File: config.mk
export PLATFORM = sky130hd
export DESIGN_NAME = multicycle_alu
export DESIGN_NICKNAME = d
export VERILOG_FILES = /design/src/rtl/multicycle_alu.sv
export SDC_FILE = /design/constraint.sdc
export NUM_CORES = 1
export LEC_CHECK = 0
export ABC_AREA = 1
export BUFFER_PORTS_ARGS = -buffer_cell sky130_fd_sc_hd__clkbuf_2
export CAP_MARGIN = 40
export CORE_ASPECT_RATIO = 1.75
export CORE_MARGIN = 10
export CORE_UTILIZATION = 28
export DETAILED_ROUTE_END_ITERATION = 8
export PLACE_DENSITY = 0.5
export RECOVER_POWER = 50
export SLEW_MARGIN = 0
export SYNTH_ARGS = -nofsm -noshare
export SYNTH_HDL_FRONTEND = slang
export SYNTH_SLANG_ARGS = --single-unit
export TNS_END_PERCENT = 100
File: constraint.sdc
create_clock -name clk -period 2.4 [get_ports clk]
set_clock_uncertainty 0.15 [all_clocks]
set_input_delay 0.24 -clock clk [delete_from_list [all_inputs] [get_ports clk]]
set_output_delay 0.24 -clock clk [all_outputs]
set_load 0.02 [all_outputs]
File: src/rtl/multicycle_alu.sv
// Execute-stage ALU: logic ops, ADD and MOV finish in one cycle. MULT and SQU run a
// radix-2 shift-add multiplier for a fixed WIDTH cycles behind a Start/Busy/Done handshake.
module multicycle_alu #(
    parameter int WIDTH = 32
) (
    input  logic             clk,
    input  logic             reset,
    input  logic             Start,
    input  logic [3:0]       ALUOperation,
    input  logic [WIDTH-1:0] A,
    input  logic [WIDTH-1:0] B,
    output logic [WIDTH-1:0] ALUResult,
    output logic             Zero,
    output logic             Busy,
    output logic             Done,
    output logic             Error
);

    localparam int CW = $clog2(WIDTH + 1);
    localparam logic [CW-1:0] CNT_INIT = CW'(WIDTH);

    localparam logic [3:0] OP_AND  = 4'b0000;
    localparam logic [3:0] OP_OR   = 4'b0001;
    localparam logic [3:0] OP_NOR  = 4'b0010;
    localparam logic [3:0] OP_ADD  = 4'b0011;
    localparam logic [3:0] OP_MOV  = 4'b0100;
    localparam logic [3:0] OP_SQU  = 4'b0101;
    localparam logic [3:0] OP_MULT = 4'b0110;

    typedef enum logic {
        IDLE,
        MUL
    } state_t;

    state_t           state_q, state_d;
    logic [WIDTH-1:0] result_q, result_d;
    logic [WIDTH-1:0] mcand_q, mcand_d;
    logic [WIDTH-1:0] mplier_q, mplier_d;
    logic [WIDTH-1:0] acc_q, acc_d;
    logic [CW-1:0]    cnt_q, cnt_d;
    logic             done_q, done_d;
    logic             error_q, error_d;
    logic [WIDTH-1:0] acc_sum;

    always_ff @(posedge clk or negedge reset) begin
        if (!reset) begin
            state_q  <= IDLE;
            result_q <= '0;
            mcand_q  <= '0;
            mplier_q <= '0;
            acc_q    <= '0;
            cnt_q    <= '0;
            done_q   <= 1'b0;
            error_q  <= 1'b0;
        end else begin
            state_q  <= state_d;
            result_q <= result_d;
            mcand_q  <= mcand_d;
            mplier_q <= mplier_d;
            acc_q    <= acc_d;
            cnt_q    <= cnt_d;
            done_q   <= done_d;
            error_q  <= error_d;
        end
    end

    // One partial-product step; the final step's sum is forwarded straight into the result.
    assign acc_sum = acc_q + (mplier_q[0] ? mcand_q : '0);

    always_comb begin
        state_d  = state_q;
        result_d = result_q;
        mcand_d  = mcand_q;
        mplier_d = mplier_q;
        acc_d    = acc_q;
        cnt_d    = cnt_q;
        done_d   = 1'b0;
        error_d  = 1'b0;

        case (state_q)
            IDLE: begin
                if (Start) begin
                    done_d = 1'b1;
                    case (ALUOperation)
                        OP_AND:  result_d = A & B;
                        OP_OR:   result_d = A | B;
                        OP_NOR:  result_d = ~(A | B);
                        OP_ADD:  result_d = A + B;
                        OP_MOV:  result_d = A;
                        OP_SQU, OP_MULT: begin
                            mcand_d  = A;
                            mplier_d = (ALUOperation == OP_SQU) ? A : B;
                            acc_d    = '0;
                            cnt_d    = CNT_INIT;
                            done_d   = 1'b0;
                            state_d  = MUL;
                        end
                        default: begin
                            result_d = '0;
                            error_d  = 1'b1;
                        end
                    endcase
                end
            end
            MUL: begin
                acc_d    = acc_sum;
                mcand_d  = mcand_q << 1;
                mplier_d = mplier_q >> 1;
                cnt_d    = cnt_q - CW'(1);
                if (cnt_q == CW'(1)) begin
                    result_d = acc_sum;
                    done_d   = 1'b1;
                    state_d  = IDLE;
                end
            end
            default: state_d = IDLE;
        endcase
    end

    assign ALUResult = result_q;
    assign Zero      = (result_q == '0);
    assign Busy      = (state_q == MUL);
    assign Done      = done_q;
    assign Error     = error_q;

endmodule

# == Word level (Yosys, flattened, before mapping) ==
# Cells that the tools add are included.
# word_totals
ff_bits,137
input_bits,71
out_inout_bits,36
wordCells,61
# op_classes
addsub,3
eq_ne,11
muxes,29
bitwise,4
n_reduce_logical,6
# ops
cell,n
two-way mux 32 bit,10
case mux 32 bit (2 select lines),4
case mux 32 bit (6 select lines),1
adder 32 bit,2
AND 32 bit,1
logical NOT 32 bit,1
NOT 32 bit,1
bitwise OR 32 bit,1
"equality test 4 x 3 -> 1 bit, second input constant",3
two-way mux 6 bit,2
case mux 6 bit (2 select lines),1
two-way mux 1 bit,9
"equality test 4 x 2 -> 1 bit, second input constant",2
OR reduction 7 bit,1
"equality test 6 x 1 -> 1 bit, second input constant",1
"subtractor 6 x 1 -> 6 bit, second input constant",1
"equality test 4 x 1 -> 1 bit, second input constant",1
logical NOT 4 bit,1
"!= test 2 x 1 -> 1 bit, second input constant",2
"!= test 2 bit, second input constant",2
case mux 1 bit (2 select lines),2
AND reduction 3 bit,1
AND reduction 2 bit,1
OR reduction 2 bit,1
NOT 1 bit,1

# == Logic depth before layout (Yosys ltp) ==
# Gate-level depths: netlist of the first run.
# logic_depth
depth_word,5
mapped_depth,18
ltp_nobuf,17

# == Least setup slack after synthesis of the first run ==
# No wires, ideal clock.
# synth_timing
kind,reg2reg
startpoint,register mplier_q[0]
endpoint,register result_q[15] (netlist: ALUResult[15])
arrival_ns,2.121
t_required_ns,2.132
path_slack_ns,0.012
stages_incl_launch_ff,17
path_buffers,2
synth_period_minus_slack_ns,2.388
cell_sequence,dfrtp_1 -> clkbuf_1 -> clkbuf_1 -> nand2_1 -> inv_1 -> ha_1 -> nand2_1 -> inv_1 -> nand2_1 -> inv_1 -> a21oi_1 -> nand2_2 -> o21ai_0 -> a21o_1 -> nand2_1 -> a21oi_1 -> nor2_1
# synth_between
elab_chain_cells,4
# synth_rtl
element,line_no,rtl
from (decl),38,"logic [WIDTH-1:0] mplier_q, mplier_d;"
from (signal assigned),59,mplier_q <= mplier_d;
two-way mux 32 bit,68,assign acc_sum = acc_q + (mplier_q[0] ? mcand_q : '0);
adder 32 bit,68,
two-way mux 32 bit,110,if (cnt_q == CW'(1)) begin
case mux 32 bit (2 select lines),80,case (state_q)
to (signal assigned),57,result_q <= result_d;
to (decl),36,"logic [WIDTH-1:0] result_q, result_d;"
# No other way between the ends. The select of a mux whose other input is x is not followed.
# A chain may end at the register's enable or synchronous reset.

# == Worst setup path in the final report of the first run ==
# layout_timing
startpoint,register mplier_q[0]
endpoint,register result_q[20] (netlist: ALUResult[20])
# The elaborated chain is that of the path after synthesis.

==> results of run 1 <==
==> cells in the mapped netlist, drive strengths merged <==
cell,count,area share [%]
nand2,695,21
and2,1,0.049
fa,2,0.32
a22o,1,0.069
o221ai,4,0.28
nor4,12,0.59
a21o,4,0.24
clkbuf,17,0.50
o211ai,32,3.0
a221oi,33,2.6
or4,2,0.12
o21bai,6,0.36
o21a,2,0.12
xor2,2,0.14
o2111ai,1,0.069
a31oi,9,0.44
o31ai,1,0.059
inv,348,10
o22ai,48,2.4
a21oi,110,4.6
o21ai,72,2.9
nand4,13,0.64
ha,97,9.6
o41ai,1,0.069
nor2,152,4.9
dfrtp,137,27
buf,42,2.0
nand2b,1,0.049
nand3,93,3.9
nand3b,10,0.59
a211oi,1,0.099
nor3,14,0.63
and3,1,0.049
or2,7,0.35
==> worst max-delay path: cells and delay by family (launching register included) <==
| family | cells | cell delay (ns) |
|---|---|---|
| buffers and inverters | 5 | 0.53 |
| and+or+nand+nor | 7 | 0.98 |
| DFF | 1 | 0.41 |
| adders and majority gates | 1 | 0.31 |
| AOI/OAI and AO/OA | 1 | 0.11 |
==> area by class of cell <==
class | instances | area, um^2
clock inverters | 12 | 119
repair buffers | 348 | 2500
inverters | 348 | 1310
fillers | 4709 | 27800
clock buffers | 20 | 447
multi-input cells | 1427 | 8650
flip-flops and latches | 137 | 3430
well taps | 577 | 722
==> where the power goes <==
group	switching, uW	total, uW	internal [uW]
combinational	6650	11200	4550
sequential	854	4180	3320
clock	1210	2680	1460
==> worst max path at each step <==
stage | slack (ns) | to | cells past startpoint | startpoint
2_1_floorplan | 0.01 | ALUResult[15]$_DFFE_PN0P_ | 16 | mplier_q[0]$_DFFE_PN0P_
3_3_place_gp | -0.48 | ALUResult[21]$_DFFE_PN0P_ | 16 | mplier_q[0]$_DFFE_PN0P_
3_5_place_dp | -0.48 | ALUResult[21]$_DFFE_PN0P_ | 16 | mplier_q[0]$_DFFE_PN0P_
4_1_cts | -0.21 | Zero | 7 | ALUResult[14]$_DFFE_PN0P_
5_1_grt | -0.34 | ALUResult[30]$_DFFE_PN0P_ | 19 | mplier_q[0]$_DFFE_PN0P_
6_report | -0.17 | ALUResult[20]$_DFFE_PN0P_ | 14 | mplier_q[0]$_DFFE_PN0P_
==> timing repair <==
action | in CTS | in global routing
hold buffers | 4 | 0
endpoints found under the hold margin | 139 | 0
gates resized for setup | 178 | 78
setup buffers | 8 | 7
pin swaps | 34 | 8
endpoints found under the setup margin | 52 | 53
==> flip-flops by register name (all words and copies together), names as in the netlist <==
signal / count
Busy: 1
mplier_q: 32
Done: 1
ALUResult: 32
Error: 1
mcand_q: 32
acc_q: 32
cnt_q: 6
==> routing by layer <==
metal | wire, um | part of all wire, % | up-vias
li1 | - | - | 6932
met1 | 20000 | 37 | 6578
met2 | 28500 | 53 | 339
met3 | 1660 | 3.1 | 124
met4 | 3180 | 6.0 | 0
met5 | 0 | 0 | -
==> per-stage QoR <==
stage	util [%]	setup slack [ns]	cell area, um^2	hold WS (ns)	TNS, ns
finish	38.2	-0.168	17200	0.0140	-2.36
global route	38.2	-0.341	17200	0.0357	-8.09
CTS	37.5	-0.207	16900	0.000539	-1.89
detailed placement	34.3	-0.477	15400	0.0357	-9.96
global placement	34.3	-0.475	15400	0.0302	-8.75
floorplan	-	0.0116	12700	-0.206	0
==> cell families after synthesis <==
family / synth area share [%]
simple gates: 32.8
buf+inv: 12.9
compound gates: 17.2
flops: 27.1
fa+ha+maj: 9.91
xor+xnor: 0.138
==> summary.json, run 1 <==
{
  "hp-class": {"value": "primary input to flop"},
  "antenna_cells": {"value": 0},
  "dr.pass1.iters": {"value": 5},
  "clock_sinks": {"value": 137},
  "dpl.cell_count": {"value": 2819},
  "rrSetupSlack": {"value": -0.17, "unit": "ns"},
  "ys_seq_area_share": {"value": 27.1, "unit": "%"},
  "dieArea": {"value": 0.0544, "unit": "mm^2"},
  "setup_ws_post_layout": {"value": -0.168, "unit": "ns"},
  "report.final.hold_viol_count": {"value": 0},
  "vias": {"value": 14000},
  "core.rowCount": {"value": 103},
  "cp-end-kind": {"value": "flop"},
  "setup_violations": {"value": 32},
  "synthesized_area_per_cell": {"value": 6.42, "unit": "um^2"},
  "ant_nets": {"value": 0},
  "status": {"value": "finished with violations"},
  "wl_per_cell": {"value": 18.6, "unit": "um"},
  "coreArea": {"value": 0.0450, "unit": "mm^2"},
  "post-route-period-util": {"value": 107, "unit": "%"},
  "detailed_route_wl": {"value": 53300, "unit": "um"},
  "vdd.ir_drop.worst": {"value": 0.548, "unit": "mV"},
  "crit_path_category": {"value": "flop to flop"},
  "clockBufferDepth": {"value": 2},
  "worst_hold_startpoint": {"value": "A[29]"},
  "area_growth": {"value": 35.8, "unit": "%"},
  "fp.dieH": {"value": 301, "unit": "um"},
  "cts.root.buffer_cell": {"value": "clkbuf_16"},
  "worst_setup_hold_path_clk_slew": {"value": 0.07, "unit": "ns"},
  "worst-endpoint-arrival": {"value": 2.80, "unit": "ns"},
  "report.final.slew_viol_count": {"value": 0},
  "grt_first_pass_wirelength": {"value": 81500, "unit": "um"},
  "mostFrequentLayoutCells": {"value": "nand2_1 (619), inv_1 (314), buf_4 (218), dfrtp_1 (136), nor2_1 (125)"},
  "grt.overflow.total": {"value": 0},
  "drc_errors": {"value": 0},
  "grt.met3_usage": {"value": 1.91, "unit": "%"},
  "cts.htree.levels": {"value": 4},
  "grt-busiest-layer": {"value": "met2"},
  "achievable-frequency": {"value": 389, "unit": "MHz"},
  "mappedNetlistNets": {"value": 2141},
  "die-width": {"value": 181, "unit": "um"},
  "power_density": {"value": 1050, "unit": "mW/mm^2"},
  "finalWorstPathRequiredPeriod": {"value": 2.57, "unit": "ns"},
  "detailedRoute.firstIterationViolations": {"value": 776},
  "syn_inst": {"value": 1971},
  "numCtsBuffers": {"value": 17},
  "clk-insertion-delay-late": {"value": 0.45, "unit": "ns"},
  "total_power_draw": {"value": 18100, "unit": "uW"},
  "num-nets-final": {"value": 2449},
  "hold_path_end": {"value": "mcand_q[29]$_DFFE_PN0P_"},
  "number_of_antenna_violations_at_the_first_check_in_global_routing": {"value": 0},
  "grtUsageTotal": {"value": 19.2, "unit": "%"},
  "slew_margin_rel": {"value": 29.2, "unit": "%"},
  "synth_seq_cells": {"value": 137},
  "num_ports": {"value": 107},
  "total_leakage_power": {"value": 0.00939, "unit": "uW"},
  "hpwl": {"value": 42000, "unit": "um"},
  "critPathRequiredTime": {"value": 2.63, "unit": "ns"},
  "routed_via_density": {"value": 4.87},
  "routabilityCongestion": {"value": 0.981},
  "cpPeakStageDelay": {"value": 0.41, "unit": "ns"},
  "syn_area": {"value": 0.0127, "unit": "mm^2"},
  "synthesis.yosys.warnings": {"value": 0},
  "cts_tree": {"value": "done"},
  "gr-usage-met1": {"value": 19.7, "unit": "%"},
  "worst_r2r_end": {"value": "ALUResult[20]$_DFFE_PN0P_"},
  "violations": {"value": "setup timing"},
  "synth_cell_types": {"value": 50},
  "worst-r2r-cell-count": {"value": 14},
  "rsz_0062_raised_after_global_routing": {"value": "true"},
  "cp_cell_sequence": {"value": "buf_12 > buf_6 > nand2_2 > inv_2 > ha_4 > nand2_4 > buf_6 > nor2_4 > nand4_1 > nand4_1 > nand3_1 > nand2_1 > inv_1 > a21oi_2"},
  "max-cap-violations": {"value": 0},
  "worstHoldPathCells": {"value": 3},
  "critical_path.slowest_cell": {"value": "dfrtp_1"},
  "timing.critical_path.from_type": {"value": "flop"},
  "timing_worst_slew_pin_value": {"value": 1.06, "unit": "ns"},
  "fin_cells": {"value": 2869},
  "post_route_cells_drive_above_1_share": {"value": 28.2, "unit": "%"},
  "reg2reg_from": {"value": "mplier_q[0]$_DFFE_PN0P_"},
  "floorplan.initialDensity": {"value": 28.1, "unit": "%"},
  "vias_in_the_first_global_route": {"value": 14400},
  "critical_path.max_fanout": {"value": 24},
  "met2_usage": {"value": 36.8, "unit": "%"},
  "mostFrequentLayoutCell": {"value": "nand2_1"},
  "pin_count_of_the_biggest_net_entering_global_routing": {"value": 74},
  "io_buffers": {"value": 106}
}
Note: power is estimated with default switching activity, not from simulation.
==> inputs of run 2 (changes only) <==
Settings changed: CELL_PAD_IN_SITES_DETAIL_PLACEMENT from default to 1, CELL_PAD_IN_SITES_GLOBAL_PLACEMENT from default to 2, PLACE_DENSITY 0.5 to 0.77.
==> run 2 against run 1 <==
Net effect: the run still ends with setup timing left; cell count increased by 1.1%; die area unchanged; non-clock buffer count increased by 32; worst hold slack improved by 0.0052 ns; register-to-register slack got worse by 0.11 ns; clock power increased by 3%; worst setup slack got worse by 0.11 ns; sequential cell count unchanged.
==> summary.json, run 2 (synthesized netlist as in run 1, its figures left out) <==
{
  "status": {"value": "finished with violations"},
  "violations": {"value": "setup timing"},
  "dieArea": {"value": 0.0544, "unit": "mm^2", "change": "unchanged"},
  "post_dp_cell_area": {"value": 0.0155, "unit": "mm^2", "change": "+0.18%"},
  "cpPeakStageDelay": {"value": 0.46, "unit": "ns", "change": "+0.05 ns"},
  "grtUsageTotal": {"value": 21.4, "unit": "%", "change": "+2.2 points"},
  "mostFrequentLayoutCells": {"value": "nand2_1 (558), inv_1 (297), buf_4 (222), dfrtp_1 (135), nor2_1 (113)"},
  "num_ports": {"value": 107, "change": "unchanged"},
  "cp_cell_sequence": {"value": "buf_6 > buf_6 > nand2_2 > inv_2 > ha_4 > fa_2 > nand3_2 > nand2_4 > nand2_4 > nand2_4 > nand2_2 > nand2_2 > buf_6 > a21oi_4 > o21ai_4 > nand2_1 > a21oi_2 > nor2_1"},
  "final.hold.worst_slack": {"value": 0.0192, "unit": "ns", "change": "+0.00519 ns"},
  "crit_path_category": {"value": "flop to flop"},
  "worst-endpoint-arrival": {"value": 2.90, "unit": "ns", "change": "+0.10 ns"},
  "report.final.hold_viol_count": {"value": 0, "change": "unchanged"},
  "post_route_cells_drive_above_1_share": {"value": 34.7, "unit": "%", "change": "+6.5 points"},
  "setup_violations": {"value": 48, "change": "+50%"},
  "nFillCells": {"value": 5597, "change": "+19%"},
  "drc_errors": {"value": 0, "change": "unchanged"},
  "dr.pass1.iters": {"value": 5, "change": "unchanged"},
  "cts.htree.levels": {"value": 4, "change": "unchanged"},
  "timing_worst_slew_pin_value": {"value": 1.45, "unit": "ns", "change": "+0.387 ns"},
  "critical_path.slowest_cell": {"value": "dfrtp_2"},
  "dp_worst_setup_slack": {"value": -0.615, "unit": "ns", "change": "-0.139 ns"},
  "rsz_0062_raised_after_global_routing": {"value": "true"},
  "vias_in_the_first_global_route": {"value": 16000, "change": "+11%"},
  "worst_hold_startpoint": {"value": "B[30]"},
  "number_of_antenna_violations_at_the_first_check_in_global_routing": {"value": 0, "change": "unchanged"},
  "multi_input_comb_area": {"value": 0.00939, "unit": "mm^2", "change": "+8.5%"},
  "wl_per_cell": {"value": 20.8, "unit": "um", "change": "+12%"},
  "report.final.slew_viol_count": {"value": 0, "change": "unchanged"},
  "dpl.cell_count": {"value": 2826, "change": "+0.25%"},
  "total_leakage_power": {"value": 0.00996, "unit": "uW", "change": "+6.1%"},
  "routed_via_density": {"value": 5.05, "change": "+3.6%"},
  "critical_path.max_fanout": {"value": 5, "change": "-79%"},
  "finalWorstPathRequiredPeriod": {"value": 2.68, "unit": "ns", "change": "+0.114 ns"},
  "worstSetupStartpoint": {"value": "mplier_q[0]$_DFFE_PN0P_"},
  "achievable-frequency": {"value": 373, "unit": "MHz", "change": "-4.3%"},
  "grt.overflow.total": {"value": 0, "change": "unchanged"},
  "numCtsBuffers": {"value": 17, "change": "unchanged"},
  "num-nets-final": {"value": 2481, "change": "+1.3%"},
  "io_buffers": {"value": 106, "change": "unchanged"},
  "post-route-period-util": {"value": 112, "unit": "%", "change": "+4.8 points"},
  "final_area": {"value": 0.0183, "unit": "mm^2", "change": "+6.6%"},
  "hpwl": {"value": 45800, "unit": "um", "change": "+8.8%"},
  "detailedRoute.firstIterationViolations": {"value": 663, "change": "-15%"},
  "fin_cells": {"value": 2901, "change": "+1.1%"},
  "floorplan.initialDensity": {"value": 28.1, "unit": "%", "change": "unchanged"},
  "grt_first_pass_wirelength": {"value": 91600, "unit": "um", "change": "+12%"},
  "cts_tree": {"value": "done"},
  "clock_sinks": {"value": 137, "change": "unchanged"},
  "detailed_route_wl": {"value": 60400, "unit": "um", "change": "+13%"},
  "slew_margin_rel": {"value": 3.33, "unit": "%", "change": "-26 points"},
  "hp-class": {"value": "primary input to flop"},
  "mostFrequentLayoutCell": {"value": "nand2_1"},
  "cpLargestDelayFamily": {"value": "simple AND/OR/NAND/NOR gates"},
  "register_area": {"value": 0.00343, "unit": "mm^2", "change": "about the same"},
  "area_growth": {"value": 44.8, "unit": "%"},
  "worstHoldPathCells": {"value": 3, "change": "unchanged"},
  "clockBufferDepth": {"value": 2, "change": "unchanged"},
  "cts.root.buffer_cell": {"value": "clkbuf_16"},
  "fp.dieH": {"value": 301, "unit": "um", "change": "unchanged"},
  "ant_nets": {"value": 0, "change": "unchanged"},
  "reg2reg_from": {"value": "mplier_q[0]$_DFFE_PN0P_"},
  "coreArea": {"value": 0.0450, "unit": "mm^2", "change": "unchanged"},
  "worst-r2r-cell-count": {"value": 18, "change": "+4"},
  "worst_setup_hold_path_clk_slew": {"value": 0.07, "unit": "ns", "change": "about the same"},
  "critPathRequiredTime": {"value": 2.62, "unit": "ns", "change": "about the same"},
  "timing.critical_path.from_type": {"value": "flop"},
  "worstPathBufferInverterCount": {"value": 4, "change": "-1"},
  "setup_ws_post_layout": {"value": -0.282, "unit": "ns", "change": "-0.114 ns"},
  "power_density": {"value": 1110, "unit": "mW/mm^2", "change": "+5.6%"},
  "rrSetupSlack": {"value": -0.28, "unit": "ns", "change": "-0.11 ns"},
  "vias": {"value": 14600, "change": "+4.8%"},
  "worst_r2r_end": {"value": "ALUResult[10]$_DFFE_PN0P_"},
  "clk-insertion-delay-late": {"value": 0.45, "unit": "ns", "change": "about the same"},
  "total_power_draw": {"value": 20300, "unit": "uW", "change": "+13%"},
  "die-width": {"value": 181, "unit": "um", "change": "unchanged"},
  "vdd.ir_drop.worst": {"value": 0.563, "unit": "mV", "change": "+2.8%"},
  "antenna_cells": {"value": 0, "change": "unchanged"},
  "core.rowCount": {"value": 103, "change": "unchanged"},
  "pin_count_of_the_biggest_net_entering_global_routing": {"value": 55, "change": "-26%"},
  "cp-end-kind": {"value": "flop"},
  "hold_path_end": {"value": "mplier_q[30]$_DFFE_PN0P_"},
  "max-cap-violations": {"value": 0, "change": "unchanged"},
  "routabilityCongestion": {"value": 0.916, "change": "-6.7%"}
}
[run 2: cell count changes in the layout (fill, tap and decap cells not counted), sizes merged]
cell	delta
clkinvlp	-4
inv	+2
buf	+28
dlygate4sd3	+2
clkbuf	+1
bufinv	+1
clkinv	+2
[run 2: cell type report]
class	count	area share, %
multi-input combinational	1427	51.2
inverter	348	7.24
clock inverter	13	0.778
clock buffer	19	2.36
tap	577	3.94
sequential	137	18.7
timing repair buffer	380	15.7
[run 2: tightest hold or removal path, delay by kind of cell]
kind	cells	cell delay, ns
AO/OA/AOI/OAI	2	0.24
buffers and inverters	1	0.12
[run 2: how the worst max path moves through the flow]
stage	endpoint	slack, ns	cells after the start
global route	ALUResult[26]$_DFFE_PN0P_	-0.36	19
finish	ALUResult[10]$_DFFE_PN0P_	-0.28	18
CTS	Zero	-0.26	7
floorplan	ALUResult[15]$_DFFE_PN0P_	0.01	16
detailed placement	ALUResult[18]$_DFFE_PN0P_	-0.62	16
global placement	ALUResult[18]$_DFFE_PN0P_	-0.50	16
[run 2: power by group]
part           switching (uW)  internal (uW)  total [uW]
combinational            7830           5410       13200
clock                    1220           1540        2760
sequential                990           3330        4320
total                   10000          10300       20300
[run 2: metrics by stage]
step	TNS [ns]	util, %
after floorplan	0	-
after global placement	-7.99	34.4
after detailed placement	-11.51	34.4
after CTS	-5.14	39.3
after global routing	-12.53	40.7
final	-6.48	40.7
[run 2: metal layers]
layer  part of all wire [%]  vias up  global-route usage (%)
li1                       -     6989                       -
met1                     37     7249                    21.8
met2                     55      270                    41.7
met3                    2.3      135                    2.02
met4                    5.6        0                    11.8
met5                      0        -                       0
[run 2: repair_timing]
| action | CTS | global route |
|---|---|---|
| hold buffers | 6 | 0 |
| hold endpoints to repair | 48 | 0 |
| setup buffers | 26 | 15 |
| endpoints found under the setup margin | 53 | 59 |
| gates cloned | 2 | 0 |
| resized for setup | 339 | 145 |
| pin swaps | 80 | 55 |
==> inputs of run 3 (changes only) <==
==> constraint.sdc (replaced) <==
create_clock -name clk -period 2.4 [get_ports clk]
set_clock_uncertainty 0.15 [all_clocks]
set_input_delay 0.12 -clock clk [delete_from_list [all_inputs] [get_ports clk]]
set_output_delay 0.12 -clock clk [all_outputs]
set_load 0.02 [all_outputs]
==> run 3 against run 2 <==
Net effect: the flow still finishes with violations (setup timing); power decreased by 3.1%; critical path depth did not move; via count up 0.29%; worst setup slack better by 0.012 ns; clock-buffer cell count rose by 1; sequential share of layout area grew 0.074 points; combinational power decreased by 5%; worst hold slack lost 0.0062 ns; sequential cell count unchanged; register-to-register slack is essentially flat; critical endpoint is now ALUResult[27]$_DFFE_PN0P_; largest cell class unchanged.
==> summary.json, run 3 (synthesized netlist as in run 1, its figures left out) <==
{
  "drc_errors": {"value": 0, "change": "unchanged"},
  "setup_violations": {"value": 48, "change": "unchanged"},
  "dieArea": {"value": 0.0544, "unit": "mm^2", "change": "unchanged"},
  "io_buffers": {"value": 106, "change": "unchanged"},
  "cts_tree": {"value": "done"},
  "achievable-frequency": {"value": 374, "unit": "MHz", "change": "+0.44%"},
  "grtUsageTotal": {"value": 20.9, "unit": "%", "change": "-0.52 points"},
  "floorplan.initialDensity": {"value": 28.1, "unit": "%", "change": "unchanged"},
  "fp.dieH": {"value": 301, "unit": "um", "change": "unchanged"},
  "ant_nets": {"value": 0, "change": "unchanged"},
  "clk-insertion-delay-late": {"value": 0.45, "unit": "ns", "change": "about the same"},
  "total_power_draw": {"value": 19700, "unit": "uW", "change": "-3.1%"},
  "cts.htree.levels": {"value": 4, "change": "unchanged"},
  "max-cap-violations": {"value": 0, "change": "unchanged"},
  "rsz_0062_raised_after_global_routing": {"value": "true"},
  "worst_r2r_end": {"value": "ALUResult[27]$_DFFE_PN0P_"},
  "mostFrequentLayoutCell": {"value": "nand2_1"},
  "area_growth": {"value": 44.2, "unit": "%"},
  "detailedRoute.firstIterationViolations": {"value": 527, "change": "-21%"},
  "violations": {"value": "setup timing"},
  "report.final.slew_viol_count": {"value": 0, "change": "unchanged"},
  "pin_count_of_the_biggest_net_entering_global_routing": {"value": 58, "change": "+5.5%"},
  "cp-end-kind": {"value": "flop"},
  "finalWorstPathRequiredPeriod": {"value": 2.67, "unit": "ns", "change": "-0.0116 ns"},
  "clock_sinks": {"value": 137, "change": "unchanged"},
  "routed_via_density": {"value": 5.02, "change": "-0.47%"},
  "p_sw": {"value": 9510, "unit": "uW", "change": "-5.3%"},
  "grt_first_pass_wirelength": {"value": 90000, "unit": "um", "change": "-1.7%"},
  "critical_path.max_fanout": {"value": 12, "change": "+7"},
  "power.share.switching": {"value": 48.3, "unit": "%", "change": "-1.1 points"},
  "routabilityCongestion": {"value": 0.943, "change": "+3.0%"},
  "hp-class": {"value": "primary input to flop"},
  "worst-r2r-cell-count": {"value": 18, "change": "unchanged"},
  "number_of_antenna_violations_at_the_first_check_in_global_routing": {"value": 0, "change": "unchanged"},
  "seq_power_share": {"value": 21.8, "unit": "%", "change": "+0.6 points"},
  "vias": {"value": 14700, "change": "+0.29%"},
  "die-width": {"value": 181, "unit": "um", "change": "unchanged"},
  "num_ports": {"value": 107, "change": "unchanged"},
  "dr.pass1.iters": {"value": 5, "change": "unchanged"},
  "total_leakage_power": {"value": 0.00975, "unit": "uW", "change": "-2.1%"},
  "worst-endpoint-arrival": {"value": 2.86, "unit": "ns", "change": "-0.04 ns"},
  "slew_margin_rel": {"value": 3.03, "unit": "%", "change": "-0.30 points"},
  "grt.overflow.total": {"value": 0, "change": "unchanged"},
  "power_density": {"value": 1080, "unit": "mW/mm^2", "change": "-2.7%"},
  "worstSetupStartpoint": {"value": "mplier_q[0]$_DFFE_PN0P_"},
  "hpwl": {"value": 45300, "unit": "um", "change": "-1.0%"},
  "cell_internal_pwr": {"value": 10200, "unit": "uW", "change": "-0.97%"},
  "numCtsBuffers": {"value": 17, "change": "unchanged"},
  "report.final.hold_viol_count": {"value": 0, "change": "unchanged"},
  "clockBufferDepth": {"value": 2, "change": "unchanged"},
  "coreArea": {"value": 0.0450, "unit": "mm^2", "change": "unchanged"},
  "timing_worst_slew_pin_value": {"value": 1.45, "unit": "ns", "change": "+0.00452 ns"},
  "dp_worst_setup_slack": {"value": -0.699, "unit": "ns", "change": "-0.0835 ns"},
  "vias_in_the_first_global_route": {"value": 16100, "change": "+0.66%"},
  "critical_path.endpoint": {"value": "ALUResult[27]$_DFFE_PN0P_"},
  "post_route_cells_drive_above_1_share": {"value": 31.6, "unit": "%", "change": "-3.1 points"},
  "nFillCells": {"value": 5602, "change": "+0.089%"},
  "vdd.ir_drop.worst": {"value": 0.624, "unit": "mV", "change": "+11%"},
  "cts.root.buffer_cell": {"value": "clkbuf_16"},
  "critPathRequiredTime": {"value": 2.59, "unit": "ns", "change": "-0.03 ns"},
  "worst_setup_hold_path_clk_slew": {"value": 0.07, "unit": "ns", "change": "about the same"},
  "crit_path_category": {"value": "flop to flop"},
  "status": {"value": "finished with violations"},
  "post-route-period-util": {"value": 111, "unit": "%", "change": "-0.48 points"},
  "wl_per_cell": {"value": 20.2, "unit": "um", "change": "-3.2%"},
  "reg2reg_from": {"value": "mplier_q[0]$_DFFE_PN0P_"},
  "antenna_cells": {"value": 0, "change": "unchanged"},
  "num-nets-final": {"value": 2504, "change": "+0.93%"},
  "timing.critical_path.from_type": {"value": "flop"},
  "share_clk_of_total_power": {"value": 14.9, "unit": "%", "change": "+1.3 points"},
  "setup_ws_post_layout": {"value": -0.271, "unit": "ns", "change": "+0.0116 ns"},
  "mostFrequentLayoutCells": {"value": "nand2_1 (569), inv_1 (307), buf_4 (203), dfrtp_1 (135), nor2_1 (113)"},
  "core.rowCount": {"value": 103, "change": "unchanged"},
  "part_of_the_total_power_dissipated_in_combinational_logic": {"value": 63.3, "unit": "%", "change": "-1.9 points"},
  "rrSetupSlack": {"value": -0.27, "unit": "ns", "change": "about the same"},
  "detailed_route_wl": {"value": 58900, "unit": "um", "change": "-2.5%"}
}
==> run 3: cell types whose count changed in the layout (fill, tap and decap cells not counted), sizes merged <==
cell	before	now
buf	263	233
clkinvlp	2	0
clkinv	5	4
bufinv	2	3
dlygate4sd3	6	62
clkbuf	130	128
==> run 3: layer usage <==
layer  vias to the layer above  wire length, um  global-route usage [%]
met5                         -                0                       0
met4                         0             3310                    10.5
met3                       137             1260                    1.84
met2                       272            32600                    42.0
met1                      7250            21800                    20.7
li1                       7026                -                       -
==> run 3: cell type report <==
| cell class | instances | area (um^2) | share of cell area [%] |
|---|---|---|---|
| inverters | 348 | 1320 | 7.25 |
| flip-flops and latches | 137 | 3430 | 18.8 |
| multi-input cells | 1427 | 9010 | 49.4 |
| repair buffers | 403 | 3140 | 17.2 |
| clock buffers | 20 | 457 | 2.50 |
| well taps | 577 | 722 | 3.96 |
| clock inverters | 11 | 160 | 0.878 |
==> run 3: power by group through the flow <==
stage	sequential [uW]	clock [uW]	combinational, uW
floorplan	4210	0	5320
global placement	4130	0	9200
detailed placement	4150	0	9440
CTS	4260	2990	11400
global route	4400	3080	13500
finish	4290	2930	12500
==> run 3: how the worst min path moves through the flow <==
stage / end / slack [ns] / cells after the start / from
final: mplier_q[29]$_DFFE_PN0P_ / 0.01 / 3 / B[29]
after global routing: mplier_q[29]$_DFFE_PN0P_ / 0.008 / 3 / B[29]
after CTS: mcand_q[9]$_DFFE_PN0P_ / 0.00004 / 4 / A[9]
after detailed placement: mplier_q[3]$_DFFE_PN0P_ / -0.02 / 1 / reset
after global placement: mplier_q[3]$_DFFE_PN0P_ / -0.03 / 1 / reset
after floorplan: ALUResult[0]$_DFFE_PN0P_ / -0.33 / 0 / reset
==> run 3: worst max-delay path, cell delays in order (launching register included) <==
cell	delay, ns
dfrtp_2	0.46
buf_12	0.17
buf_4	0.14
nand2_1	0.07
inv_1	0.09
ha_4	0.25
nand2_1	0.10
inv_1	0.07
nand2_2	0.08
buf_4	0.13
inv_4	0.04
a21oi_4	0.18
nor2_4	0.06
nor2_2	0.15
nand3_2	0.07
nand2_1	0.09
nor2_2	0.05
nor2_2	0.13
a21oi_2	0.07
==> run 3: repair_timing <==
item,4_1_cts,5_1_grt
hold endpoints to repair,192,0
setup buffers,25,19
endpoints found under the setup margin,52,55
pin swaps,82,56
cloned,2,0
resized for setup,249,141
hold buffers,62,0
==> run 3: per-stage QoR <==
step / std cells / utilization (%) / hold slack (ns) / instance area (um^2) / TNS (ns)
after detailed placement: 2785 / 33.7 / -0.0194 / 15200 / -12.49
after floorplan: 1971 / - / -0.326 / 12700 / 0
after global placement: 2785 / 33.7 / -0.0267 / 15200 / -9.82
after global routing: 2923 / 40.6 / 0.00806 / 18300 / -18.38
final: 2923 / 40.6 / 0.0130 / 18300 / -6.22
after CTS: 2905 / 39.3 / 0.0000420 / 17700 / -4.11
